**config.mk**
```make
export PLATFORM = sky130hd
export DESIGN_NAME = brv32p_mem_arbiter
export DESIGN_NICKNAME = d
export VERILOG_FILES = /design/src/rtl/brv32p_pkg.sv /design/src/rtl/dmem_lane_steer.sv /design/src/rtl/brv32p_mem_arbiter.sv
export SDC_FILE = /design/constraint.sdc
export NUM_CORES = 1
export LEC_CHECK = 0
export CAP_MARGIN = 20
export CORE_ASPECT_RATIO = 0.7
export CORE_UTILIZATION = 43
export CTS_CLUSTER_SIZE = 40
export DETAILED_ROUTE_END_ITERATION = 6
export PLACE_DENSITY = 0.78
export SLEW_MARGIN = 40
export SYNTH_ARGS = -nofsm -noshare
export SYNTH_HDL_FRONTEND = slang
export SYNTH_SLANG_ARGS = --single-unit
```
**constraint.sdc**
```tcl
create_clock -name clk -period 1.7 [get_ports clk]
set_input_delay 0.255 -clock clk [delete_from_list [all_inputs] [get_ports clk]]
set_output_delay 0.255 -clock clk [all_outputs]
set_load 0.03 [all_outputs]
```
**src/rtl/brv32p_pkg.sv**
```systemverilog
// Shared types and helpers for the brv32p memory path: access widths, arbiter states,
// byte-enable generation, load lane extraction/extension and misalignment detection.
package brv32p_pkg;

  typedef enum logic [1:0] {
    MW_BYTE = 2'd0,
    MW_HALF = 2'd1,
    MW_WORD = 2'd2
  } mem_width_e;

  typedef enum logic [2:0] {
    ST_IDLE,
    ST_IFETCH,
    ST_IFETCH_HI,
    ST_DACC,
    ST_RESP_I,
    ST_RESP_D
  } arb_state_e;

  // Low two bits of a halfword equal to 2'b11 mark the start of a 32-bit instruction.
  localparam logic [1:0] INSN_32B = 2'b11;

  function automatic logic [3:0] be_gen(input mem_width_e width, input logic [1:0] a);
    case (width)
      MW_BYTE: be_gen = 4'b0001 << a;
      MW_HALF: be_gen = 4'b0011 << {a[1], 1'b0};
      default: be_gen = 4'b1111;
    endcase
  endfunction

  function automatic logic [31:0] load_extend(input logic [31:0] word, input mem_width_e width,
                                              input logic [1:0] a, input logic sext);
    logic [7:0]  lane_b;
    logic [15:0] lane_h;
    lane_b = word[{a, 3'b000} +: 8];
    lane_h = word[{a[1], 4'b0000} +: 16];
    case (width)
      MW_BYTE: load_extend = {{24{sext & lane_b[7]}}, lane_b};
      MW_HALF: load_extend = {{16{sext & lane_h[15]}}, lane_h};
      default: load_extend = word;
    endcase
  endfunction

  function automatic logic misaligned(input mem_width_e width, input logic [1:0] a);
    case (width)
      MW_BYTE: misaligned = 1'b0;
      MW_HALF: misaligned = a[0];
      default: misaligned = (a != 2'b00);
    endcase
  endfunction

endpackage

```
**src/rtl/dmem_lane_steer.sv**
```systemverilog
// Combinational byte-lane steering for data accesses: byte enables, store-data replication,
// load lane extraction with sign/zero extension, and misalignment flag.
import brv32p_pkg::*;

module dmem_lane_steer (
  input  mem_width_e  width_i,
  input  logic [1:0]  offset_i,
  input  logic        sext_i,
  input  logic [31:0] wdata_i,
  input  logic [31:0] rword_i,
  output logic [3:0]  be_o,
  output logic [31:0] wdata_o,
  output logic [31:0] rdata_o,
  output logic        misalign_o
);

  always_comb begin
    be_o       = be_gen(width_i, offset_i);
    rdata_o    = load_extend(rword_i, width_i, offset_i, sext_i);
    misalign_o = misaligned(width_i, offset_i);
    case (width_i)
      MW_BYTE: wdata_o = {4{wdata_i[7:0]}};
      MW_HALF: wdata_o = {2{wdata_i[15:0]}};
      default: wdata_o = wdata_i;
    endcase
  end

endmodule

```
**src/rtl/brv32p_mem_arbiter.sv**
```systemverilog
// Shares one word bus between instruction fetch and data ports. States: IDLE arbitrate |
// IFETCH first fetch word | IFETCH_HI upper word of split fetch | DACC data beat | RESP_I/RESP_D ready pulse.
import brv32p_pkg::*;

module brv32p_mem_arbiter #(
  parameter int STARVE_LIMIT  = 4,
  parameter bit DMEM_PRIORITY = 1'b1
) (
  input  logic        clk,
  input  logic        rst_n,
  input  logic [31:0] imem_addr_i,
  input  logic        imem_rd_i,
  output logic [31:0] imem_rdata_o,
  output logic        imem_ready_o,
  input  logic [31:0] dmem_addr_i,
  input  logic        dmem_rd_i,
  input  logic        dmem_wr_i,
  input  mem_width_e  dmem_width_i,
  input  logic        dmem_sign_ext_i,
  input  logic [31:0] dmem_wdata_i,
  output logic [31:0] dmem_rdata_o,
  output logic        dmem_ready_o,
  output logic        dmem_misalign_o,
  output logic        bus_req_o,
  output logic [31:0] bus_addr_o,
  output logic        bus_we_o,
  output logic [3:0]  bus_be_o,
  output logic [31:0] bus_wdata_o,
  input  logic [31:0] bus_rdata_i,
  input  logic        bus_ack_i
);

  localparam int SW = $clog2(STARVE_LIMIT + 1);

  arb_state_e  state_q;
  logic [SW-1:0] starve_q, starve_d;
  logic        bus_req_q, bus_we_q;
  logic [31:0] bus_addr_q, bus_wdata_q;
  logic [3:0]  bus_be_q;
  logic        imem_ready_q, dmem_ready_q, dmem_misalign_q;
  logic [31:0] imem_rdata_q, dmem_rdata_q;
  logic        fetch_hi_q;
  logic [15:0] half_q;

  logic        dmem_req, starve_hit, pick_d, pick_i;
  logic [3:0]  st_be;
  logic [31:0] st_wdata, st_rdata;
  logic        st_misalign;
  logic        unused_addr_bit;

  assign unused_addr_bit = imem_addr_i[0];

  dmem_lane_steer u_steer (
    .width_i    (dmem_width_i),
    .offset_i   (dmem_addr_i[1:0]),
    .sext_i     (dmem_sign_ext_i),
    .wdata_i    (dmem_wdata_i),
    .rword_i    (bus_rdata_i),
    .be_o       (st_be),
    .wdata_o    (st_wdata),
    .rdata_o    (st_rdata),
    .misalign_o (st_misalign)
  );

  always_comb begin
    dmem_req   = dmem_rd_i | dmem_wr_i;
    starve_hit = (starve_q == SW'(STARVE_LIMIT));
    pick_d     = dmem_req && (!imem_rd_i || (DMEM_PRIORITY && !starve_hit));
    pick_i     = imem_rd_i && !pick_d;
    starve_d   = starve_q;
    if (pick_i)
      starve_d = '0;
    else if (pick_d && imem_rd_i && !starve_hit)
      starve_d = starve_q + SW'(1);
  end

  always_ff @(posedge clk or negedge rst_n) begin
    if (!rst_n) begin
      state_q         <= ST_IDLE;
      starve_q        <= '0;
      bus_req_q       <= 1'b0;
      bus_we_q        <= 1'b0;
      bus_addr_q      <= '0;
      bus_wdata_q     <= '0;
      bus_be_q        <= '0;
      imem_ready_q    <= 1'b0;
      dmem_ready_q    <= 1'b0;
      dmem_misalign_q <= 1'b0;
      imem_rdata_q    <= '0;
      dmem_rdata_q    <= '0;
      fetch_hi_q      <= 1'b0;
      half_q          <= '0;
    end else begin
      imem_ready_q    <= 1'b0;
      dmem_ready_q    <= 1'b0;
      dmem_misalign_q <= 1'b0;
      case (state_q)
        ST_IDLE: begin
          starve_q <= starve_d;
          if (pick_d) begin
            if (st_misalign) begin
              state_q         <= ST_RESP_D;
              dmem_ready_q    <= 1'b1;
              dmem_misalign_q <= 1'b1;
              dmem_rdata_q    <= '0;
            end else begin
              state_q     <= ST_DACC;
              bus_req_q   <= 1'b1;
              bus_addr_q  <= {dmem_addr_i[31:2], 2'b00};
              bus_we_q    <= dmem_wr_i;
              bus_be_q    <= st_be;
              bus_wdata_q <= dmem_wr_i ? st_wdata : '0;
            end
          end else if (pick_i) begin
            state_q     <= ST_IFETCH;
            bus_req_q   <= 1'b1;
            bus_addr_q  <= {imem_addr_i[31:2], 2'b00};
            bus_we_q    <= 1'b0;
            bus_be_q    <= 4'b1111;
            bus_wdata_q <= '0;
            fetch_hi_q  <= imem_addr_i[1];
          end
        end
        ST_IFETCH: begin
          if (bus_ack_i) begin
            if (fetch_hi_q && bus_rdata_i[17:16] == INSN_32B) begin
              // Second beat fetches the next word; wraps through zero at the top of memory.
              state_q    <= ST_IFETCH_HI;
              half_q     <= bus_rdata_i[31:16];
              bus_addr_q <= bus_addr_q + 32'd4;
            end else begin
              state_q      <= ST_RESP_I;
              imem_ready_q <= 1'b1;
              imem_rdata_q <= fetch_hi_q ? {16'h0000, bus_rdata_i[31:16]} : bus_rdata_i;
              bus_req_q    <= 1'b0;
              bus_be_q     <= '0;
            end
          end
        end
        ST_IFETCH_HI: begin
          if (bus_ack_i) begin
            state_q      <= ST_RESP_I;
            imem_ready_q <= 1'b1;
            imem_rdata_q <= {bus_rdata_i[15:0], half_q};
            bus_req_q    <= 1'b0;
            bus_be_q     <= '0;
          end
        end
        ST_DACC: begin
          if (bus_ack_i) begin
            state_q      <= ST_RESP_D;
            dmem_ready_q <= 1'b1;
            dmem_rdata_q <= bus_we_q ? '0 : st_rdata;
            bus_req_q    <= 1'b0;
            bus_we_q     <= 1'b0;
            bus_be_q     <= '0;
          end
        end
        ST_RESP_I, ST_RESP_D: state_q <= ST_IDLE;
        default:              state_q <= ST_IDLE;
      endcase
    end
  end

  assign imem_rdata_o    = imem_rdata_q;
  assign imem_ready_o    = imem_ready_q;
  assign dmem_rdata_o    = dmem_rdata_q;
  assign dmem_ready_o    = dmem_ready_q;
  assign dmem_misalign_o = dmem_misalign_q;
  assign bus_req_o       = bus_req_q;
  assign bus_addr_o      = bus_addr_q;
  assign bus_we_o        = bus_we_q;
  assign bus_be_o        = bus_be_q;
  assign bus_wdata_o     = bus_wdata_q;

endmodule

```
==> metrics.csv <==
stage;metric;value;unit
final_layout;syn_to_final_growth;79.1;%
placement;dp_slack;-0.658;ns
final_layout;drive_gt1_share;36.7;%
logic_synthesis;synth_top_area_share;44.9;%
logic_synthesis;synth_area_leader_cell;dfrtp_1;
floorplanning;die_x;173;um
timing;final-hold-violation-count;0;
logic_synthesis;synthTopCellsByCount;dfrtp_1 (158), nand2_1 (137), o21ai_0 (90);
logic_synthesis;yosysWarnings;0;
detailed_routing;drcViolationCount;5;
logic_synthesis;yosys.cell_count.top_type;dfrtp_1;
pwr;power.internal;15.6;mW
final_layout;final_cell_area;0.0158;mm^2
outcome;violations;design-rule violations, negative setup slack;
critical_path;crit_path_max_fanout;6;
logic_synthesis;synth.avg_cell_area;9.34;um^2
critical_path;cp_cell_sequence;buf_4 > nor3_4 > o2111ai_4 > o211ai_1 > buf_4 > buf_6 > buf_16 > nor2_2 > o22a_1;
logic_synthesis;synth_edf_count;0;
pwr;peakVddDrop;0.00105;V
global_route;grt_max_degree;45;
timing;setup_viol;148;
global_route;grt_overflow_total;0;
cts;clock_latency;0.44;ns
detailed_routing;wl_per_cell;24.0;um
logic_synthesis;ys_seq_elements;158;
final_layout;multiInputGateArea;0.00562;mm^2
pwr;seqPwrFrac;24.1;%
floorplanning;start_util;44.2;%
timing;drv_slew;0;
timing;rsz0062_at_grt;yes;
critical_path;worstSetupEndpointType;register;
timing;final.setup.worst_slack;-0.299;ns
final_layout;regArea;0.00396;mm^2
global_route;antenna_found_initial;1;
pwr;power_frac_comb;62.4;%
detailed_routing;drtIter0Drc;1183;
logic_synthesis;ys_types;62;
detailed_routing;drtAntennaViolNets;0;
detailed_routing;totalWireLength;39.8;mm
critical_path;crit_top_cell;buf_4;
pwr;netSwitchingFraction;45.4;%
logic_synthesis;ys_top_cells_by_area;dfrtp_1 (45%), mux2i_1 (6.4%), nand2_1 (5.8%);
timing;tns;-23.45;ns
global_route;grt_pass1_wl;55.2;mm
detailed_routing;vias;10100;
logic_synthesis;yosys_most_used_dff;dfrtp_1;
pwr;leakage;7.23;nW
placement;io_buffers;270;
pwr;p_per_area;1810;mW/mm^2
pwr;totalPowerFinal;28.6;mW
floorplanning;std_cell_rows;43;
critical_path;timing.rr.start;state_q[1]$_DFFE_PN0P_;
cts;cts_sinks;158;
placement;hpwl;22.8;mm
detailed_routing;vias_per_cell;6.09;
logic_synthesis;synth_area;0.00881;mm^2
critical_path;slowest_stage;dfrtp_1;
timing;finalClockSkew;0.0153;ns
timing;min_period;2.00;ns
logic_synthesis;async_flop_share;100;%
cts;cts_tree;yes;
timing;worstMarginPinSlew;0.504;ns
critical_path;cp-start-kind;register;
timing;hold_ws;0.299;ns
critical_path;slowest_delay;0.43;ns
cts;cts_buffers;17;
cts;root_buffer;clkbuf_16;
outcome;outcome;complete, but fails checks;
timing;layout_worst_path_cycle_share;118;%
detailed_routing;drtPass1Iterations;7;
critical_path;timing.rr.end;bus_addr_o[8]$_DFFE_PN0P_;
placement;placed_area;0.0130;mm^2
pwr;p_clk_share;13.5;%
critical_path;cp.required;2.03;ns
critical_path;worstPathArrival;2.33;ns
critical_path;worstRegToRegCells;9;
logic_synthesis;syn_inst;944;
critical_path;reg2reg_slack;-0.30;ns
flow_run;maxCapViolCount;0;
timing;fmax;0.500;GHz
floorplanning;fp.coreArea;0.0200;mm^2
global_route;grt_pass1_vias;9543;
global_route;grt_use_total;34.2;%
timing;slew_headroom;66.4;%
floorplanning;dieArea;0.0211;mm^2
cts;clockBufferDepth;2;
final_layout;nets;1515;
cts;htreeDepth;4;
placement;place.gp.congestion;0.945;
hold_path;hold_class;input pin to async pin;
pwr;p_switching;13.0;mW
floorplanning;die_h;122;um
cts;path_clk_slew;0.08;ns
final_layout;nFillCells;1140;
floorplanning;io_pins;274;
logic_synthesis;ys_seq_area_share;44.9;%
critical_path;worstSetupPathType;register to register;
## flip-flops by register name (all words and copies together) (netlist names)
register	flops
dmem_rdata_o	32
half_q	16
imem_ready_o	1
bus_req_o	1
state_q	3
imem_rdata_o	32
starve_q	3
bus_we_o	1
dmem_misalign_o	1
fetch_hi_q	1
bus_addr_o	30
bus_wdata_o	32
dmem_ready_o	1
bus_be_o	4
## cells by family after synthesis
group	Yosys count	synth area share, %
adder cells (fa/ha/maj)	3	0.426
other	1	0.0425
multiplexers	99	11.9
AND/OR/NAND/NOR	303	16.3
buffers and inverters	95	5.08
AO/OA/AOI/OAI	285	21.4
flip-flops	158	44.9
## final cells by class
| class | instances | area share [%] |
|---|---|---|
| Clock buffer | 19 | 2.81 |
| Sequential cell | 158 | 25.1 |
| Inverter | 19 | 0.531 |
| Timing Repair Buffer | 486 | 32.9 |
| Tap cell | 270 | 2.14 |
| Timing Repair inverter | 1 | 0.103 |
| Antenna cell | 2 | 0.0317 |
| Clock inverter | 13 | 0.824 |
| Multi-Input combinational cell | 692 | 35.6 |
## critical path, delay by kind of cell (launching register included)
| kind | cells | cell delay, ns |
|---|---|---|
| AOI/OAI and AO/OA | 3 | 0.52 |
| and+or+nand+nor | 2 | 0.29 |
| DFF | 1 | 0.43 |
| buffers and inverters | 4 | 0.64 |
## power groups by stage
| stage | registers [mW] | clock network, mW | logic (mW) |
|---|---|---|---|
| 2_1_floorplan | 9.23 | 0 | 4.81 |
| 3_3_place_gp | 6.50 | 0 | 13.3 |
| 3_5_place_dp | 6.53 | 0 | 13.5 |
| 4_1_cts | 6.60 | 3.84 | 15.5 |
| 5_1_grt | 7.05 | 4.02 | 18.5 |
| 6_report | 6.89 | 3.87 | 17.8 |
## layout by cell type, fill, tap and decap left out, types with 24 or more instances in the layout
master	Yosys	routed
dlygate4sd2_1	0	131
buf_12	0	32
mux2_2	43	32
buf_6	7	27
nand2_1	137	74
clkbuf_16	0	27
nand2_4	0	38
a21oi_1	68	49
clkdlybuf4s50_1	0	133
nor2_1	51	38
o21ai_0	90	31
o21ai_2	0	24
a22o_1	34	34
buf_4	4	126
nand2_2	2	25
o21ai_1	2	36
dfrtp_1	158	151
mux2i_1	56	54
## worst max-delay path by stage
stage | from | end | slack, ns
finish | state_q[1]$_DFFE_PN0P_ | bus_addr_o[8]$_DFFE_PN0P_ | -0.30
global route | state_q[1]$_DFFE_PN0P_ | bus_addr_o[8]$_DFFE_PN0P_ | -0.32
CTS | starve_q[1]$_DFFE_PN0P_ | bus_wdata_o[9]$_DFFE_PN0P_ | -0.21
detailed placement | dmem_wr_i | bus_wdata_o[8]$_DFFE_PN0P_ | -0.66
global placement | dmem_wr_i | bus_wdata_o[30]$_DFFE_PN0P_ | -0.54
floorplan | starve_q[0]$_DFFE_PN0P_ | bus_wdata_o[13]$_DFFE_PN0P_ | -0.15
## layer usage
layer | track usage, % | routed length [um] | vias to the layer above
li1 | - | - | 4309
met1 | 47.0 | 16000 | 4947
met2 | 52.5 | 18200 | 729
met3 | 8.77 | 4110 | 131
met4 | 12.4 | 1440 | 0
met5 | 0 | 0 | -
## through the flow
step | utilization (%) | std cells
global placement | 64.9 | 1560
finish | 79.1 | 1660
CTS | 74.6 | 1638
global route | 79.1 | 1658
floorplan | - | 945
detailed placement | 64.9 | 1560
## repair_timing
action / 4_1_cts / 5_1_grt
buffers inserted: 22 / 23
endpoints found under the hold margin: 35 / 0
hold buffers: 1 / 0
pin swaps: 71 / 99
gates cloned: 23 / 11
gates resized for setup: 308 / 223
setup endpoints to repair: 261 / 152
(Power assumes the default switching activity.)
